### config.mk
export PLATFORM = sky130hd
export DESIGN_NAME = sm_divider_flat
export DESIGN_NICKNAME = d
export VERILOG_FILES = /design/src/rtl/sm_divider_if.sv /design/src/rtl/sm_divider.sv /design/src/flat_wrapper.sv
export SDC_FILE = /design/constraint.sdc
export NUM_CORES = 1
export LEC_CHECK = 0
export CAP_MARGIN = 20
export CORE_ASPECT_RATIO = 1.4
export CORE_MARGIN = 1.5
export CORE_UTILIZATION = 52
export DETAILED_ROUTE_END_ITERATION = 10
export GPL_TIMING_DRIVEN = 0
export PLACE_DENSITY = 0.78
export SKIP_CTS_REPAIR_TIMING = 1
export SYNTH_ARGS = -nofsm -noshare
export SYNTH_HDL_FRONTEND = slang
export SYNTH_SLANG_ARGS = --single-unit
### constraint.sdc
create_clock -name clk -period 3.4 [get_ports clk]
set_clock_uncertainty 0.1 [all_clocks]
set_input_delay 1.02 -clock clk [delete_from_list [all_inputs] [get_ports clk]]
set_output_delay 1.02 -clock clk [all_outputs]
set_load 0.01 [all_outputs]
### src/rtl/sm_divider_if.sv
// Handshake/data bundle for sm_divider: start with operands in, registered results and status out.
interface sm_divider_if #(
  parameter int WORD_LENGTH = 16
);
  logic                   start;
  logic [WORD_LENGTH-1:0] A;
  logic [WORD_LENGTH-1:0] B;
  logic [WORD_LENGTH-1:0] quotient;
  logic [WORD_LENGTH-1:0] remainder;
  logic                   busy;
  logic                   done;
  logic                   div_zero;

  modport master (
    output start, A, B,
    input  quotient, remainder, busy, done, div_zero
  );

  modport slave (
    input  start, A, B,
    output quotient, remainder, busy, done, div_zero
  );
endinterface

### src/rtl/sm_divider.sv
// Sign-magnitude restoring divider, one quotient bit per cycle (WORD_LENGTH >= 3).
// Define SM_DIV_ZERO_CHECK_EN to short-cut |B|=0 straight to DONE with div_zero set.
module sm_divider #(
  parameter int WORD_LENGTH = 16
) (
  input logic         clk,
  input logic         rst,
  sm_divider_if.slave bus
);
  localparam int M  = WORD_LENGTH - 1;
  localparam int CW = $clog2(WORD_LENGTH);

  localparam logic [1:0] IDLE = 2'd0;
  localparam logic [1:0] CALC = 2'd1;
  localparam logic [1:0] DONE = 2'd2;

  logic [1:0]             state_q, state_d;
  logic [CW-1:0]          cnt_q, cnt_d;
  logic [M-1:0]           a_q, a_d;
  logic [M-1:0]           b_q, b_d;
  logic [M-1:0]           r_q, r_d;
  logic                   sa_q, sa_d;
  logic                   sb_q, sb_d;
  logic [WORD_LENGTH-1:0] quot_q, quot_d;
  logic [WORD_LENGTH-1:0] rem_q, rem_d;
  logic                   done_q, done_d;
  logic [WORD_LENGTH-1:0] diff;
  logic                   ge;
  logic [M-1:0]           rem_mag;
`ifdef SM_DIV_ZERO_CHECK_EN
  logic                   zb_q, zb_d;
  logic                   dz_q, dz_d;
`endif

  // Trial subtract of the shifted partial remainder; the result never exceeds
  // +/-2^M, so its MSB doubles as the borrow (restore) indicator.
  assign diff = {r_q, a_q[M-1]} - {1'b0, b_q};
  assign ge   = ~diff[WORD_LENGTH-1];

  always_comb begin
    state_d = state_q;
    cnt_d   = cnt_q;
    a_d     = a_q;
    b_d     = b_q;
    r_d     = r_q;
    sa_d    = sa_q;
    sb_d    = sb_q;
    quot_d  = quot_q;
    rem_d   = rem_q;
    done_d  = 1'b0;
    rem_mag = r_q;
`ifdef SM_DIV_ZERO_CHECK_EN
    zb_d    = zb_q;
    dz_d    = dz_q;
`endif
    case (state_q)
      IDLE: begin
        if (bus.start) begin
          a_d     = bus.A[M-1:0];
          b_d     = bus.B[M-1:0];
          r_d     = '0;
          cnt_d   = '0;
          sa_d    = bus.A[WORD_LENGTH-1] & (|bus.A[M-1:0]);
          sb_d    = bus.B[WORD_LENGTH-1] & (|bus.B[M-1:0]);
          state_d = CALC;
`ifdef SM_DIV_ZERO_CHECK_EN
          zb_d = ~(|bus.B[M-1:0]);
          if (zb_d) state_d = DONE;
`endif
        end
      end
      CALC: begin
        r_d    = ge ? diff[M-1:0] : {r_q[M-2:0], a_q[M-1]};
        a_d    = a_q << 1;
        a_d[0] = ge;
        cnt_d  = cnt_q + 1'b1;
        if (cnt_q == CW'(M - 1)) state_d = DONE;
      end
      DONE: begin
        state_d = IDLE;
        done_d  = 1'b1;
        quot_d  = {(sa_q ^ sb_q) & (|a_q), a_q};
`ifdef SM_DIV_ZERO_CHECK_EN
        dz_d = zb_q;
        if (zb_q) begin
          quot_d  = {1'b0, {M{1'b1}}};
          rem_mag = a_q;
        end
`endif
        rem_d = {sa_q & (|rem_mag), rem_mag};
      end
      default: state_d = IDLE;
    endcase
  end

  always_ff @(posedge clk) begin
    if (rst) begin
      state_q <= IDLE;
      cnt_q   <= '0;
      a_q     <= '0;
      b_q     <= '0;
      r_q     <= '0;
      sa_q    <= 1'b0;
      sb_q    <= 1'b0;
      quot_q  <= '0;
      rem_q   <= '0;
      done_q  <= 1'b0;
`ifdef SM_DIV_ZERO_CHECK_EN
      zb_q    <= 1'b0;
      dz_q    <= 1'b0;
`endif
    end else begin
      state_q <= state_d;
      cnt_q   <= cnt_d;
      a_q     <= a_d;
      b_q     <= b_d;
      r_q     <= r_d;
      sa_q    <= sa_d;
      sb_q    <= sb_d;
      quot_q  <= quot_d;
      rem_q   <= rem_d;
      done_q  <= done_d;
`ifdef SM_DIV_ZERO_CHECK_EN
      zb_q    <= zb_d;
      dz_q    <= dz_d;
`endif
    end
  end

  assign bus.quotient  = quot_q;
  assign bus.remainder = rem_q;
  assign bus.busy      = (state_q != IDLE);
  assign bus.done      = done_q;
`ifdef SM_DIV_ZERO_CHECK_EN
  assign bus.div_zero  = dz_q;
`else
  assign bus.div_zero  = 1'b0;
`endif
endmodule
### src/flat_wrapper.sv
// flat-port wrapper written by rule: the top's interface ports become plain ports
module sm_divider_flat 
#(
  parameter int WORD_LENGTH = 16
)
  (clk, rst, bus_start, bus_A, bus_B, bus_quotient, bus_remainder, bus_busy, bus_done, bus_div_zero);
  sm_divider_if #(.WORD_LENGTH(WORD_LENGTH)) bus_i ();
  input logic clk;
  input logic rst;
  input wire logic [$bits(bus_i.start)-1:0] bus_start;
  input wire logic [$bits(bus_i.A)-1:0] bus_A;
  input wire logic [$bits(bus_i.B)-1:0] bus_B;
  output wire logic [$bits(bus_i.quotient)-1:0] bus_quotient;
  output wire logic [$bits(bus_i.remainder)-1:0] bus_remainder;
  output wire logic [$bits(bus_i.busy)-1:0] bus_busy;
  output wire logic [$bits(bus_i.done)-1:0] bus_done;
  output wire logic [$bits(bus_i.div_zero)-1:0] bus_div_zero;
  assign bus_i.start = bus_start;
  assign bus_i.A = bus_A;
  assign bus_i.B = bus_B;
  assign bus_quotient = bus_i.quotient;
  assign bus_remainder = bus_i.remainder;
  assign bus_busy = bus_i.busy;
  assign bus_done = bus_i.done;
  assign bus_div_zero = bus_i.div_zero;
  sm_divider #(.WORD_LENGTH(WORD_LENGTH)) u_core (.clk(clk), .rst(rst), .bus(bus_i));
endmodule
# After elaboration in Yosys (flattened, before gate mapping)
# Cells that the tools add are included.
dict set report word_totals {
  in_bits 35
  word_cells 44
  register_bits 86
  out_inout_bits 35
}
dict set report op_classes {
  eq_ne 5
  n_bitwise 6
  add_sub_neg 2
  n_reduce_logical 10
  n_mux 11
}
# op count
set ops {}
lappend ops {{15-bit case mux with 2 select lines} 2}
lappend ops {{15-bit OR reduction} 4}
lappend ops {{15-bit 2-to-1 mux} 3}
lappend ops {{16-bit by 15-bit subtractor with 16-bit output} 1}
lappend ops {{4-bit case mux with 2 select lines} 1}
lappend ops {{2-bit AND reduction} 3}
lappend ops {{4-bit by 1-bit adder with 4-bit output (second input constant)} 1}
lappend ops {{1-bit AND} 4}
lappend ops {{4-bit equality test (second input constant)} 1}
lappend ops {{2-bit 2-to-1 mux} 2}
lappend ops {{4-bit 2-to-1 mux} 1}
lappend ops {{2-bit case mux with 2 select lines} 1}
lappend ops {{2-bit nonzero test} 2}
lappend ops {{2-bit by 1-bit equality test with 1-bit output (second input constant)} 1}
lappend ops {{2-bit equality test (second input constant)} 1}
lappend ops {{2-bit logical NOT} 1}
lappend ops {{2-bit by 1-bit inequality test with 1-bit output (second input constant)} 1}
lappend ops {{2-bit inequality test (second input constant)} 1}
lappend ops {{1-bit 2-to-1 mux} 1}
lappend ops {{1-bit inverter} 1}
lappend ops {{1-bit bitwise XOR} 1}

# Longest topological paths before layout
# Gate-level depths: netlist (run 1).
dict set report logic_depth {
  ltp_word 3
  mapped_depth 11
  mapped_depth_nobuf 11
}

# Worst setup path before layout (run 1)
# No wires, ideal clock.
dict set report synth_timing {
  path_type {reg2reg}
  startpoint {register u_core.a_q[14]}
  endpoint {register u_core.r_q[12]}
  required_time_ns 3.231
  setup_time_ns 0.069
  setup_slack_ns 0.875
  synth_period_minus_slack_ns 2.525
  n_path_buf 0
  arrival_time_ns 2.356
  path_stages_with_launch 12
  cell_sequence {dfxtp_1 inv_1 ha_1 inv_1 fa_1 a21o_1 a221oi_1 o31a_1 nor2_1 a211o_1 and4_2 o21ai_1}
}
dict set report synth_via {
  elab_chain_cells 3
}
# item line
set synth_rtl {}
lappend synth_rtl {{start, declared} sm_divider.sv:19} ;# logic [M-1:0] a_q, a_d;
lappend synth_rtl {{start signal, assigned} sm_divider.sv:100} ;# a_q <= '0;
lappend synth_rtl {{start signal, assigned} sm_divider.sv:115} ;# a_q <= a_d;
lappend synth_rtl {{16-bit by 15-bit subtractor with 16-bit output} sm_divider.sv:37} ;# assign diff = {r_q, a_q[M-1]} - {1'b0, b_q};
lappend synth_rtl {{15-bit 2-to-1 mux} sm_divider.sv:73} ;# r_d = ge ? diff[M-1:0] : {r_q[M-2:0], a_q[M-1]};
lappend synth_rtl {{15-bit case mux with 2 select lines} sm_divider.sv:56} ;# case (state_q)
lappend synth_rtl {{end signal, assigned} sm_divider.sv:117} ;# r_q <= r_d;
lappend synth_rtl {{end, declared} sm_divider.sv:21} ;# logic [M-1:0] r_q, r_d;
# No other way between the ends.
# A chain may end at the register's enable or synchronous reset.

# Worst setup path in the final report (run 1)
# Ends and elaborated chain as after synthesis.

==> results of run 1 <==
state kept, by name, indices dropped and copies added, names as in the netlist:
name / flops
u_core.state_q: 2
u_core.bus.done: 1
u_core.a_q: 15
u_core.r_q: 15
u_core.b_q: 15
u_core.sa_q: 1
u_core.sb_q: 1
u_core.bus.quotient: 16
u_core.cnt_q: 4
u_core.bus.remainder: 16
how the worst max path moves through the flow:
stage / start / end / slack (ns)
final: u_core.a_q[14] / u_core.r_q[12] / 0.50
after global routing: u_core.a_q[14] / u_core.r_q[12] / 0.34
after CTS: u_core.a_q[14] / u_core.r_q[12] / 0.52
after detailed placement: bus_start / u_core.b_q[2] / 0.40
after global placement: bus_start / u_core.b_q[2] / 0.45
after floorplan: u_core.a_q[14] / u_core.r_q[12] / 0.88
area by class of cell:
cell class / count / area share [%]
Buffer: 29 / 2.42
Clock buffer: 12 / 2.84
Clock inverter: 4 / 1.37
Inverter: 21 / 1.54
Multi-Input combinational cell: 392 / 42.6
Sequential cell: 86 / 33.7
Tap cell: 100 / 2.45
Timing Repair Buffer: 67 / 13.1
kinds of logic after synthesis:
family / count (synthesis) / share of synthesized area [%]
DFF: 86 / 42.0
muxes: 14 / 3.42
other: 1 / 0.0914
xor gates and xnor gates: 15 / 3.66
adders and majority gates: 18 / 5.67
and+or+nand+nor: 238 / 25.6
AOI/OAI and AO/OA: 106 / 14.6
buffers and inverters: 50 / 4.94
where the power goes:
part,internal (mW),switching (mW)
clock,0.432,0.364
combinational,0.917,1.09
sequential,1.10,0.155
total,2.45,1.61
per-layer routing:
layer  vias up  part of all wire [%]
li1       1950                     -
met1      1911                    39
met2       142                    52
met3        33                   4.6
met4         0                   3.6
met5         -                     0
layout by cell type, fill, tap and decap left out, types with 2 or more instances in the layout:
master           count
nand2_1            118
dfxtp_1             86
clkdlybuf4s50_1     67
a21oi_1             66
nor2_1              58
clkbuf_1            28
nor4_1              24
inv_1               21
ha_1                17
mux2i_1             14
o21ai_0             10
clkbuf_8            10
xor2_1               9
o21ai_1              8
nand4_1              7
nand2b_1             6
nand3_1              6
xnor2_1              5
nor3_1               5
nor2b_1              2
a31oi_1              2
and3_1               2
a21o_1               2
a211oi_1             2
a211o_1              2
nor3b_1              2
and2_1               2
o21bai_1             2
bufinv_16            2
clkinv_2             2
worst reg2reg max path: stages (launching register included):
cell and delay (ns):
dfxtp_1 0.36, inv_1 0.12, ha_1 0.18, inv_1 0.06
fa_1 0.39, a21o_1 0.22, a221oi_1 0.48, o31a_1 0.22
nor2_1 0.10, a211o_1 0.29, and4_2 0.22, o21ai_1 0.12
==> results by group, run 1 <==
Run status
  • Status: complete, no violations

Drt
  • Routed Antenna Nets: 0
  • Drc violations: 0
  • Final WL: 11,500 um
  • Drt initial violations: 180
  • Vias per cell: 5.68
  • Via count: 4,036
  • TritonRoute pass-1 iters: 5
  • Post-DR wirelength/cell: 16.1 um

Hold path
  • Depth of the worst hold-timing path: 2
  • HP Start: u_core.bus.quotient[10]
  • Worst Hold Path EP: u_core.bus.quotient[10]
  • Worst Hold Class: register to register

Worst setup path
  • Delay-heaviest family, CP: compound AO/OA/AOI/OAI gates
  • Crit path cell chain: inv_1, ha_1, inv_1, fa_1, a21o_1, a221oi_1, o31a_1, nor2_1, a211o_1, and4_2, o21ai_1
  • Worst path arrival time: 3.11 ns
  • Critical Path Stages: 11
  • Crit path largest cell delay: 0.48 ns
  • WP buf/inv: 2
  • Critical R2R Launch: u_core.a_q[14]
  • CP required: 3.61 ns
  • Crit path kind: register to register
  • Worst flop-to-flop path endpoint: u_core.r_q[12]
  • Most used cell, CP: inv_1
  • Worst setup SP type: register
  • Crit-path max FO: 3
  • Critical path's slowest cell: a221oi_1
  • Depth of the most critical reg-to-reg path: 11
  • Setup slack, reg-to-reg: 0.50 ns
  • CP endpoint kind: register

Layout
  • Area of the multi-input gates: 0.00218 mm^2
  • Fill cell count: 694
  • Post-route cell area: 0.00511 mm^2
  • Antenna diode count: 0
  • Final Non-Filler Cells: 711
  • Nets: 659
  • Layout area overhead: 24.6%
  • Share of post-route cells with drive strength above 1: 4.09%
  • Post-layout util: 66.4%
  • Storage element area: 0.00172 mm^2

Global route
  • Number of global-route vias before repair: 3,896
  • Total track usage: 28.8%
  • Met1 GRT Util: 32.0%
  • Largest net degree at the start of global routing: 14
  • Initial antenna violation count: 0
  • First-pass GRT wire length: 18,600 um
  • Grt met3 use: 5.06%
  • Met2 usage: 52.4%
  • Grt ovf: 0
  • Most used routing layer: met2

STA
  • Slew headroom: 58.2%
  • Minimum clock period: 2.90 ns
  • RSZ-0062 raised after global routing: no
  • Worst hold margin: 0.360 ns
  • Final setup TNS: 0 ns
  • Setup WS post-layout: 0.496 ns
  • Max Transition Viols Final: 0
  • Worst Tran Pin Value: 0.627 ns
  • Fmax: 0.344 GHz
  • Setup violators final: 0
  • Fin crit share: 85.4%
  • Hold Fails Final Rpt: 0

Synth
  • Dominant cells by area after synthesis: dfxtp_1 42%, nand2_1 11%, a21oi_1 8.1%
  • Syn nets: 581
  • Mapped Area: 0.00410 mm^2
  • Synth cell types: 50
  • Synthesized flop and latch total: 86
  • EDFF count, synth: 0
  • Share of the synthesized area in the top cell type: 42.0%
  • Async SR Flop Fraction: 0%
  • Ys Warns: 0
  • Top cells by count, synth: 118 x nand2_1, 86 x dfxtp_1, 66 x a21oi_1
  • Synth Flop Type: dfxtp_1
  • Register area share after synthesis: 42.0%
  • Mapped Cells: 528
  • Synth Area per Inst: 7.77 um^2
  • Cell taking the most area after synthesis: dfxtp_1
  • Most numerous cell in the Yosys netlist: nand2_1

Placement
  • Pre-CTS WS: 0.399 ns
  • Port buffer count: 67
  • DP Wirelength: 8620 um
  • Placed cell count: 695
  • DP Area: 0.00490 mm^2
  • Routability Congestion: 1.03

Floorplanning
  • Core ar.: 0.00770 mm^2
  • Starting Density: 53.3%
  • Die Area: 0.00844 mm^2
  • Die width: 78.1 um
  • Die Y-Extent: 108 um
  • # IOs: 70
  • Rows: 38

Run
  • Number of max-cap violations: 0

Clock network
  • Cts bufs inserted: 9
  • Clock sinks: 86
  • Reg clk slew, reported paths: 0.09 ns
  • Max Root-Sink Buffers: 2
  • H-tree depth: 3
  • Clk Latency, worst-skew pair: 0.37 ns
  • CTS tree: yes
  • Root Driver: clkbuf_8

Pwr
  • Power per cell area: 795 mW/mm^2
  • Leak: 1.91 nW
  • Peak VDD IR: 0.533 mV
  • Total power: 4.06 mW
Note: power is estimated with default switching activity, not from simulation.
==> run 2, diff against run 1 <==
Clock period 3.4 ns to 3.5 ns, I/O delays scaled along.
==> results of run 2 <==
The final DEF is identical to that of run 1. Status: complete, no violations.
Among the figures that moved: setup slack after placement 0.399 ns -> 0.469 ns; setup slack after layout 0.496 ns -> 0.596 ns; register-to-register setup slack 0.50 ns -> 0.60 ns; total power 4.06 mW -> 3.95 mW; worst IR drop on VDD 0.533 mV -> 0.518 mV
